[src/rtl/pipe_pkg.sv]
// Shared types for elastic pipeline stages.
// State encoding and default counter width.
package pipe_pkg;

   typedef enum logic [1:0] {
      ST_EMPTY = 2'b00,
      ST_MAIN  = 2'b01,
      ST_SKID  = 2'b10
   } pipe_st_t;

   localparam int PIPE_CNT_W = 16;

endpackage

[src/rtl/reg_arstn_en.sv]
// Enabled register with asynchronous active-low reset.
// Used for the payload entries of pipeline stages.
module reg_arstn_en #(
   parameter int             W       = 8,
   parameter logic [W-1:0]   RST_VAL = '0
) (
   input  logic         clk,
   input  logic         arst_n,
   input  logic         en,
   input  logic [W-1:0] d,
   output logic [W-1:0] q
);

   always_ff @(posedge clk or negedge arst_n) begin
      if (!arst_n) q <= RST_VAL;
      else if (en) q <= d;
   end

endmodule

[src/rtl/pipe_stage_elastic.sv]
// Elastic stage register with two-entry skid buffer,
// synchronous flush and saturating stall counter.
module pipe_stage_elastic
   import pipe_pkg::*;
#(
   parameter int                DATA_W     = 64,
   parameter int                CTRL_W     = 8,
   parameter logic [DATA_W-1:0] PRESET_VAL = '0,
   parameter int                CNT_W      = PIPE_CNT_W
) (
   input  logic              clk,
   input  logic              arst_n,
   input  logic              flush,
   input  logic              cnt_clr,
   input  logic              in_valid,
   output logic              in_ready,
   input  logic [DATA_W-1:0] in_data,
   input  logic [CTRL_W-1:0] in_ctrl,
   output logic              out_valid,
   input  logic              out_ready,
   output logic [DATA_W-1:0] out_data,
   output logic [CTRL_W-1:0] out_ctrl,
   output logic [CNT_W-1:0]  stall_cnt
);

   localparam int EW = DATA_W + CTRL_W;
   localparam logic [EW-1:0] ENT_RST = {PRESET_VAL, {CTRL_W{1'b0}}};

   pipe_st_t          state_q;
   pipe_st_t          state_d;
   logic              in_acc;
   logic              out_acc;
   logic              main_en;
   logic              skid_en;
   logic              main_from_skid;
   logic [EW-1:0]     in_ent;
   logic [EW-1:0]     main_d;
   logic [EW-1:0]     main_q;
   logic [EW-1:0]     skid_q;
   logic [CNT_W-1:0]  cnt_q;

   assign in_ready  = (state_q != ST_SKID);
   assign out_valid = (state_q != ST_EMPTY);
   assign in_acc    = in_valid && in_ready;
   assign out_acc   = out_valid && out_ready;
   assign in_ent    = {in_data, in_ctrl};
   assign main_d    = main_from_skid ? skid_q : in_ent;

   always_comb begin
      state_d        = state_q;
      main_en        = 1'b0;
      skid_en        = 1'b0;
      main_from_skid = 1'b0;
      case (state_q)
         ST_EMPTY: begin
            if (in_acc) begin
               state_d = ST_MAIN;
               main_en = 1'b1;
            end
         end
         ST_MAIN: begin
            if (in_acc && out_acc) begin
               main_en = 1'b1;
            end else if (in_acc) begin
               state_d = ST_SKID;
               skid_en = 1'b1;
            end else if (out_acc) begin
               state_d = ST_EMPTY;
            end
         end
         ST_SKID: begin
            if (out_acc) begin
               state_d        = ST_MAIN;
               main_en        = 1'b1;
               main_from_skid = 1'b1;
            end
         end
         default: state_d = ST_EMPTY;
      endcase
      // Flush drops validity only; payload stays put.
      if (flush) begin
         state_d = ST_EMPTY;
         main_en = 1'b0;
         skid_en = 1'b0;
      end
   end

   always_ff @(posedge clk or negedge arst_n) begin
      if (!arst_n) state_q <= ST_EMPTY;
      else state_q <= state_d;
   end

   always_ff @(posedge clk or negedge arst_n) begin
      if (!arst_n) begin
         cnt_q <= '0;
      end else if (cnt_clr) begin
         cnt_q <= '0;
      end else if (out_valid && !out_ready
                   && cnt_q != {CNT_W{1'b1}}) begin
         cnt_q <= cnt_q + CNT_W'(1);
      end
   end

   reg_arstn_en #(.W(EW), .RST_VAL(ENT_RST)) u_main (
      .clk    (clk),
      .arst_n (arst_n),
      .en     (main_en),
      .d      (main_d),
      .q      (main_q)
   );

   reg_arstn_en #(.W(EW), .RST_VAL(ENT_RST)) u_skid (
      .clk    (clk),
      .arst_n (arst_n),
      .en     (skid_en),
      .d      (in_ent),
      .q      (skid_q)
   );

   assign out_data  = main_q[EW-1:CTRL_W];
   assign out_ctrl  = out_valid ? main_q[CTRL_W-1:0] : '0;
   assign stall_cnt = cnt_q;

endmodule

[config.mk]
export PLATFORM = sky130hd
export DESIGN_NAME = pipe_stage_elastic
export DESIGN_NICKNAME = d
export VERILOG_FILES = /design/src/rtl/pipe_pkg.sv /design/src/rtl/reg_arstn_en.sv /design/src/rtl/pipe_stage_elastic.sv
export SDC_FILE = /design/constraint.sdc
export NUM_CORES = 1
export LEC_CHECK = 0
export ABC_AREA = 0
export BUFFER_PORTS_ARGS = -buffer_cell sky130_fd_sc_hd__buf_2
export CAP_MARGIN = 15
export CORE_ASPECT_RATIO = 0.8
export CORE_MARGIN = 2
export CORE_UTILIZATION = 40
export CTS_BUF_LIST = sky130_fd_sc_hd__clkbuf_8
export CTS_CLUSTER_DIAMETER = 100
export DETAILED_ROUTE_END_ITERATION = 6
export HOLD_SLACK_MARGIN = 0.06
export SLEW_MARGIN = 20
export SYNTH_ARGS = -nofsm -noshare
export SYNTH_HDL_FRONTEND = slang
export SYNTH_SLANG_ARGS = --single-unit
[constraint.sdc]
create_clock -name clk -period 2.4 [get_ports clk]
set_clock_uncertainty 0.1 [all_clocks]
set_input_delay 0.12 -clock clk [delete_from_list [all_inputs] [get_ports clk]]
set_output_delay 0.12 -clock clk [all_outputs]
set_load 0.1 [all_outputs]
==> flow_metrics.py, run 1 <==
metrics = {
    "outcome": {
        "status": "finished clean",
    },
    "sta": {
        "slew_violations": 0,
        "max_slew_margin_pct": 59.10,
        "layout_min_cycle_time_ns": 2.289,
        "hold_viol": 0,
        "layout_setup_ws_ns": 0.1115,
        "setup_viol": 0,
        "fin_tns_setup_ns": 0,
        "rsz0062_at_grt": "no",
        "worst_slew_pin_slew_ns": 0.6131,
        "finalCritPeriodShare_pct": 95.36,
        "max_freq_mhz": 437.0,
    },
    "pwr": {
        "p_leak_uw": 0.004392,
        "seq_power_share_pct": 41.0,
        "power_switching_share_pct": 41.28,
        "p_clk_share_pct": 23.6,
        "p_per_area_nw_per_um2": 914.2,
        "combinationalPowerShare_pct": 35.4,
        "ir_worst_vdd_v": 0.0005315,
        "p_int_uw": 5170,
        "p_sw_uw": 3634,
    },
    "global_route": {
        "grt_overflow": 0,
        "grt_max_degree": 64,
        "grt_pass1_wl_um": 26500,
        "antenna_found_initial": 0,
        "grt_usage_pct": 16.11,
        "grt_pass1_vias": 5375,
    },
    "final_layout": {
        "layout_commonest_cell": "mux2_2",
        "diodes": 0,
        "drive_gt1_share_pct": 56.68,
        "fill_cells": 1665,
        "area_delta_synth_final_pct": 23.87,
        "fin_cells": 1022,
        "design_area_sq_um": 9630,
        "regArea_sq_um": 4056,
        "multi_input_area_sq_um": 3085,
        "final_nets": 830,
        "final_cell_mix": "mux2_2 (219), buf_2 (166), dfrtp_1 (160)",
    },
    "critical_path": {
        "crit_path_max_incr_delay_ns": 0.45,
        "crit_type": "flip-flop to flip-flop",
        "cp.arrival_ns": 2.52,
        "cp_max_fo": 20,
        "rrSetupSlack_ns": 0.11,
        "cp_data_required_time_ns": 2.63,
        "setup.worst_path.start_class": "flip-flop",
        "critical_path.slowest_cell": "dfrtp_2",
        "crit_buf_inv": 0,
        "crit_family": "simple AND/OR/NAND/NOR gates",
        "path_cells": "ha_1 > and4_1 > and4b_1 > nor4_1 > mux2_2",
        "critPathCaptureType": "flip-flop",
    },
    "detailed_routing": {
        "drtIter0Drc": 118,
        "first_pass_iters": 4,
        "drt-wirelength-per-cell_um": 15.79,
        "antenna_left": 0,
        "num_vias": 5017,
        "drc_errors": 0,
        "via_per_inst": 4.909,
        "totalWireLength_um": 16140,
    },
    "floorplanning": {
        "rows": 45,
        "ios": 168,
        "die_w_um": 159.9,
        "fp.dieH_um": 128.7,
        "start_util_pct": 40.85,
        "die-area_sq_um": 20580,
        "core_sq_um": 19030,
    },
    "clocking": {
        "cts_made_buffers": 17,
        "cts_resized": 0,
        "htree_levels": 4,
        "clock_path_buffers": 2,
        "cts_tree": "yes",
        "clkSlewWorstSetupHoldPaths_ns": 0.09,
        "root_buffer": "clkbuf_8",
        "clk-insertion-delay-late_ns": 0.44,
        "cts.sinks": 162,
    },
    "flow_run": {
        "max_cap_viol_count": 0,
    },
    "place": {
        "place_area_sq_um": 8449,
        "placed_cells": 913,
        "dp_slack_ns": 0.1413,
        "gp_congestion": 0.7588,
        "io_buffers": 167,
        "hpwl_um": 10270,
    },
    "logic_synthesis": {
        "yosys_most_used_dff": "dfrtp_1",
        "async_reset_ff_share_pct": 100.0,
        "syn_area_per_cell_sq_um": 13.52,
        "synth_fp_nets": 654,
        "yosysSeqAreaShare_pct": 52.14,
        "syn_area_sq_um": 7775,
        "yosys_warnings": 0,
        "synth-seq-cells": 162,
        "synth.distinct_cells": 38,
        "synth_edf_count": 0,
        "synthCells": 575,
    },
    "worst_hold_path": {
        "hold_path_class": "primary input to asynchronous set/reset pin",
    },
}
-- per-stage QoR --
step                power (uW)  hold WS (ns)  util [%]
finish                    8804        0.1316     50.60
global route              9228        0.1474     50.60
CTS                       8919        0.1167     50.60
detailed placement        6700       0.05757     44.40
global placement          6601       0.05112     44.40
floorplan                 6437       -0.2756         -
-- logic make-up after synthesis --
group | share of synthesized area (%)
fa+ha+maj | 0.1609
mux | 31.85
buf+inv | 8.417
simple gates | 5.021
xor+xnor | 0.1127
compound gates | 2.301
flops | 52.14
-- path summary, 6_finish.rpt --
check | cells after the start | startpoint | to
hold / removal | 2 | arst_n | u_main.q[65]$_DFFE_PN0P_
setup / recovery | 5 | stall_cnt[0]$_DFFE_PN0P_ | stall_cnt[15]$_DFFE_PN0P_
min in group clk | 4 | in_valid | state_q[1]$_DFFE_PN0P_
hold reg to reg | 1 | u_main.q[56]$_DFFE_PN0P_ | u_main.q[56]$_DFFE_PN0P_
max in group asynchronous | 3 | arst_n | u_main.q[30]$_DFFE_PN0P_
setup reg to reg | 5 | stall_cnt[0]$_DFFE_PN0P_ | stall_cnt[15]$_DFFE_PN0P_
-- per-layer routing --
metal | global-route usage, % | part of all wire [%] | up-vias
li1 | - | - | 2333
met1 | 20.39 | 46 | 2548
met2 | 27.40 | 48 | 123
met3 | 4.094 | 4.5 | 13
met4 | 5.193 | 1.0 | 0
met5 | 0 | 0 | -
-- flip-flops by register name (all words and copies together) (netlist names) --
name	cells
u_main.q	72
u_skid.q	72
stall_cnt	16
state_q	2
-- what timing repair did --
item	in CTS	in global routing
hold buffers	77	0
buffers inserted	0	0
hold endpoints to repair	288	0
-- final cells by class --
| class | count | area share (%) |
|---|---|---|
| well taps | 258 | 3.352 |
| multi-input cells | 316 | 32.04 |
| inverters | 2 | 0.07795 |
| repair buffers | 252 | 18.15 |
| clock inverters | 13 | 1.546 |
| clock buffers | 19 | 2.715 |
| flip-flops and latches | 162 | 42.12 |
-- Yosys cell counts, drive strengths merged, types with 2 or more instances --
cell / n / area [sq um]
nand2: 9 / 33.78
and3: 2 / 12.51
o21ai: 4 / 20.02
dfrtp: 162 / 4054
nand4: 3 / 25.02
inv: 2 / 7.510
nand3b: 2 / 15.01
or4: 7 / 52.55
mux2: 219 / 2466
buf: 92 / 634.4
nor3: 2 / 10.01
o31ai: 9 / 67.56
nor2: 9 / 36.29
or3: 4 / 25.02
clkbuf: 3 / 12.51
nand3: 6 / 30.03
and4: 3 / 26.28
nor2b: 11 / 68.82
a21oi: 13 / 65.06
-- power by group through the flow --
stage	clock network (uW)	logic [uW]	registers, uW
after floorplan	0	2850	3580
after global placement	0	2990	3610
after detailed placement	0	3040	3660
after CTS	2170	3140	3610
after global routing	2290	3240	3690
final	2080	3110	3610
Power figures use the tool's default switching activity.
==> run 2, diff against run 1 <==
clock period = 2.2 ns   (was 2.4 ns; I/O delays follow)
==> flow_metrics.py, run 2 (synthesis results as in run 1) <==
metrics = {
    "pwr": {
        "power_switching_share_pct": 41.66,
        "combinationalPowerShare_pct": 36.0,
        "p_sw_uw": 3946,
        "power_uw": 9473,
        "p_int_uw": 5527,
        "p_per_area_nw_per_um2": 975.3,
        "p_clk_share_pct": 22.4,
        "seq_power_share_pct": 41.6,
        "ir_worst_vdd_v": 0.0006610,
        "p_leak_uw": 0.004405,
    },
    "critical_path": {
        "critPathCaptureType": "flip-flop",
        "crit_type": "flip-flop to flip-flop",
        "cp_max_fo": 7,
        "cp.arrival_ns": 2.40,
        "setup.worst_path.start_class": "flip-flop",
        "cp_data_required_time_ns": 2.47,
    },
    "global_route": {
        "grt_max_degree": 49,
        "grt_usage_pct": 16.45,
        "grt_pass1_wl_um": 26890,
        "antenna_found_initial": 0,
        "grt_overflow": 0,
        "grt_pass1_vias": 5400,
    },
    "clocking": {
        "cts_tree": "yes",
        "clock_path_buffers": 2,
        "root_buffer": "clkbuf_8",
        "cts.sinks": 162,
        "htree_levels": 4,
        "clk-insertion-delay-late_ns": 0.44,
        "clkSlewWorstSetupHoldPaths_ns": 0.09,
        "cts_made_buffers": 17,
    },
    "worst_hold_path": {
        "hold_path_class": "primary input to flip-flop",
    },
    "final_layout": {
        "design_area_sq_um": 9713,
        "fill_cells": 1664,
        "diodes": 0,
        "area_delta_synth_final_pct": 24.93,
        "final_nets": 840,
        "final_cell_mix": "mux2_2 (219), buf_2 (166), dfrtp_1 (146)",
        "drive_gt1_share_pct": 59.17,
        "fin_cells": 1032,
        "multi_input_area_sq_um": 3103,
        "layout_commonest_cell": "mux2_2",
        "regArea_sq_um": 4079,
    },
    "place": {
        "place_area_sq_um": 8524,
        "hpwl_um": 10620,
        "gp_congestion": 0.8350,
        "placed_cells": 920,
        "io_buffers": 167,
    },
    "sta": {
        "finalCritPeriodShare_pct": 96.67,
        "worst_slew_pin_slew_ns": 0.5314,
        "layout_min_cycle_time_ns": 2.127,
        "max_slew_margin_pct": 64.07,
        "max_freq_mhz": 470.2,
        "timing.hold.ws_ns": 0.3465,
        "slew_violations": 0,
        "hold_viol": 0,
        "setup_viol": 0,
    },
    "flow_run": {
        "max_cap_viol_count": 0,
    },
    "floorplanning": {
        "start_util_pct": 40.85,
        "die-area_sq_um": 20580,
        "ios": 168,
        "rows": 45,
        "core_sq_um": 19030,
        "die_w_um": 159.9,
        "fp.dieH_um": 128.7,
    },
    "detailed_routing": {
        "drc_errors": 0,
        "antenna_left": 0,
        "drtIter0Drc": 212,
        "num_vias": 5029,
        "drt-wirelength-per-cell_um": 16.16,
        "totalWireLength_um": 16670,
        "via_per_inst": 4.873,
        "first_pass_iters": 4,
    },
    "outcome": {
        "status": "finished clean",
    },
}
-- run 2: cell types whose count changed in the layout (fill, tap and decap cells not counted), moves of 2 or more --
cell           change
dfrtp_1           -14
dfrtp_2           +12
buf_4              +9
clkinv_4           +2
clkinvlp_4         -2
dfrtp_4            +2
dlygate4sd3_1      +2
-- run 2: final cells by class --
class | count | area share [%]
multi-input combinational | 316 | 31.95
timing repair buffer | 262 | 18.69
tap | 258 | 3.323
clock inverter | 13 | 1.275
sequential | 162 | 41.99
clock buffer | 19 | 2.692
inverter | 2 | 0.07729
-- run 2: timing repair --
item | 4_1_cts | 5_1_grt
hold endpoints to repair | 324 | 0
setup buffers | 0 | 1
resized for setup | 0 | 2
endpoints found under the setup margin | 0 | 4
hold buffers | 79 | 0
-- run 2: power by group through the flow --
stage | combinational, uW | sequential [uW] | clock, uW
3_5_place_dp | 3320 | 4000 | 0
2_1_floorplan | 3110 | 3910 | 0
5_1_grt | 3550 | 4030 | 2340
4_1_cts | 3440 | 3940 | 2200
3_3_place_gp | 3260 | 3940 | 0
6_report | 3410 | 3940 | 2120
-- run 2: path summary, 6_finish.rpt --
kind	start	end	slack (ns)	cells after the start
min in group asynchronous	arst_n	stall_cnt[1]$_DFFE_PN0P_	0.57	3
worst min-delay path	in_data[51]	u_skid.q[59]$_DFFE_PN0P_	0.35	3
max in group asynchronous	arst_n	u_skid.q[62]$_DFFE_PN0P_	0.20	4
worst min register to register	u_main.q[7]$_DFFE_PN0P_	u_main.q[7]$_DFFE_PN0P_	0.40	1
worst max register to register	stall_cnt[0]$_DFFE_PN0P_	stall_cnt[6]$_DFFE_PN0P_	0.07	6
worst max-delay path	stall_cnt[0]$_DFFE_PN0P_	stall_cnt[6]$_DFFE_PN0P_	0.07	6
-- run 2: routing by layer --
metal / GRT usage (%) / vias up / share of wire, %
li1: - / 2347 / -
met1: 20.38 / 2539 / 44
met2: 27.63 / 128 / 49
met3: 5.545 / 15 / 5.6
met4: 4.928 / 0 / 1.3
met5: 0 / - / 0
-- run 2: worst max-delay path, cell delays in order (launching register included) --
cell	delay (ns)
dfrtp_4	0.52
ha_4	0.17
and4_1	0.20
and4b_2	0.27
buf_4	0.17
or4_1	0.49
a21oi_2	0.14
-- run 2: through the flow --
step	setup slack (ns)	utilization, %	TNS, ns
floorplan	-0.002569	-	-0.002569
global placement	0.09566	44.79	0
detailed placement	0.04075	44.79	0
CTS	0.02912	50.97	0
global route	-0.01097	51.04	-0.01252
finish	0.07337	51.04	0
==> run 3, diff against run 2 <==
PLACE_DENSITY_LB_ADDON = 0.15   (was default)
==> flow_metrics.py, run 3 (synthesis results as in run 1) <==
metrics = {
    "outcome": {
        "status": "finished clean",
    },
    "place": {
        "place_area_sq_um": 8539,
        "io_buffers": 167,
        "gp_congestion": 0.7770,
        "hpwl_um": 10700,
    },
    "floorplanning": {
        "fp.dieH_um": 128.7,
        "die-area_sq_um": 20580,
        "rows": 45,
        "die_w_um": 159.9,
        "core_sq_um": 19030,
        "ios": 168,
        "start_util_pct": 40.85,
    },
    "global_route": {
        "grt_usage_pct": 16.86,
        "grt_overflow": 0,
        "grt_max_degree": 51,
        "grt_pass1_vias": 5419,
        "grt_pass1_wl_um": 27570,
        "antenna_found_initial": 0,
    },
    "detailed_routing": {
        "via_per_inst": 4.904,
        "antenna_left": 0,
        "drt-wirelength-per-cell_um": 16.25,
        "first_pass_iters": 4,
        "totalWireLength_um": 16670,
        "drtIter0Drc": 144,
        "drc_errors": 0,
        "num_vias": 5031,
    },
    "clocking": {
        "cts_tree": "yes",
        "post-cts-setup-buffers": 0,
        "cts.sinks": 162,
        "clkSlewWorstSetupHoldPaths_ns": 0.08,
        "cts_made_buffers": 17,
        "htree_levels": 4,
        "root_buffer": "clkbuf_8",
        "clock_path_buffers": 2,
        "clk-insertion-delay-late_ns": 0.45,
    },
    "pwr": {
        "p_sw_uw": 3907,
        "p_int_uw": 5712,
        "p_leak_uw": 0.004414,
        "ir_worst_vdd_v": 0.0005488,
        "p_per_area_nw_per_um2": 986.9,
        "power_uw": 9618,
        "p_clk_share_pct": 23.5,
        "power_switching_share_pct": 40.62,
        "seq_power_share_pct": 41.0,
        "combinationalPowerShare_pct": 35.5,
    },
    "final_layout": {
        "design_area_sq_um": 9746,
        "final_nets": 835,
        "final_cell_mix": "mux2_2 (219), buf_2 (166), dfrtp_1 (146)",
        "area_delta_synth_final_pct": 25.35,
        "layout_commonest_cell": "mux2_2",
        "diodes": 0,
        "utilization_pct": 51.21,
        "drive_gt1_share_pct": 58.98,
    },
    "critical_path": {
        "cp_max_fo": 18,
        "cp.arrival_ns": 2.39,
        "cp_data_required_time_ns": 2.46,
        "critPathCaptureType": "flip-flop",
        "crit_type": "flip-flop to flip-flop",
        "setup.worst_path.start_class": "flip-flop",
    },
    "worst_hold_path": {
        "hold_path_class": "primary input to flip-flop",
    },
    "sta": {
        "finalCritPeriodShare_pct": 96.52,
        "layout_min_cycle_time_ns": 2.124,
        "max_slew_margin_pct": 66.37,
        "setup_viol": 0,
        "rsz0062_at_grt": "no",
        "worst_slew_pin_slew_ns": 0.4975,
        "max_freq_mhz": 470.9,
        "timing.hold.ws_ns": 0.1002,
        "slew_violations": 0,
        "hold_viol": 0,
    },
    "flow_run": {
        "max_cap_viol_count": 0,
    },
}
[run 3: cell types whose count changed in the layout (fill, tap and decap cells not counted)]
cell	delta
dlygate4sd3_1	-2
nor4_1	-1
buf_4	-7
inv_6	-1
nor4_2	+1
a21oi_1	+1
buf_12	+4
inv_1	+1
clkinv_4	-3
bufinv_16	+2
a21oi_2	-1
clkinvlp_4	+1
clkbuf_8	-1
[run 3: repair_timing]
action                                  in CTS  in global routing
hold buffers                                78                  0
endpoints found under the setup margin       0                  7
endpoints found under the hold margin      324                  0
resized for setup                            0                  2
[run 3: final timing paths]
check	from	depth (start not counted)	end	slack, ns
worst max-delay path	stall_cnt[1]$_DFFE_PN0P_	5	stall_cnt[9]$_DFFE_PN0P_	0.08
worst min-delay path	in_valid	4	state_q[1]$_DFFE_PN0P_	0.10
worst max register to register	stall_cnt[1]$_DFFE_PN0P_	5	stall_cnt[9]$_DFFE_PN0P_	0.08
worst min register to register	u_main.q[1]$_DFFE_PN0P_	1	u_main.q[1]$_DFFE_PN0P_	0.40
max in group asynchronous	arst_n	3	u_main.q[8]$_DFFE_PN0P_	1.50
min in group asynchronous	arst_n	3	u_main.q[67]$_DFFE_PN0P_	0.12
[run 3: power groups by stage]
stage	registers (uW)	logic (uW)	clock network, uW
after global placement	3940	3270	0
after floorplan	3910	3110	0
final	3940	3410	2260
after CTS	3940	3440	2350
after global routing	4030	3560	2490
after detailed placement	4000	3330	0
[run 3: per-stage QoR]
stage                     cells   TNS (ns)  setup slack, ns
after floorplan             575  -0.002569        -0.002569
after global placement      917          0          0.04271
after detailed placement    917          0          0.01865
after CTS                  1026          0         0.006018
after global routing       1026          0          0.01820
final                      1026          0          0.07646
[run 3: per-layer routing]
layer	track usage [%]	routed length, um
met5	0	0
met4	5.405	215
met3	4.513	816
met2	28.90	8193
met1	21.03	7444
[run 3: critical path, stage by stage, from the launching register on]
cell	delay [ns]
dfrtp_4	0.51
ha_4	0.17
and4_1	0.20
and4b_2	0.37
or4_1	0.53
a21oi_1	0.16
[run 3: area by class of cell]
cell class                      count  area (sq um)
Sequential cell                   162          4079
Inverter                            2         7.507
Tap cell                          258         322.8
Timing Repair Buffer              257          1823
Clock inverter                     13         160.2
Fill cell                        1688          9285
Clock buffer                       18         247.7
Multi-Input combinational cell    316          3105
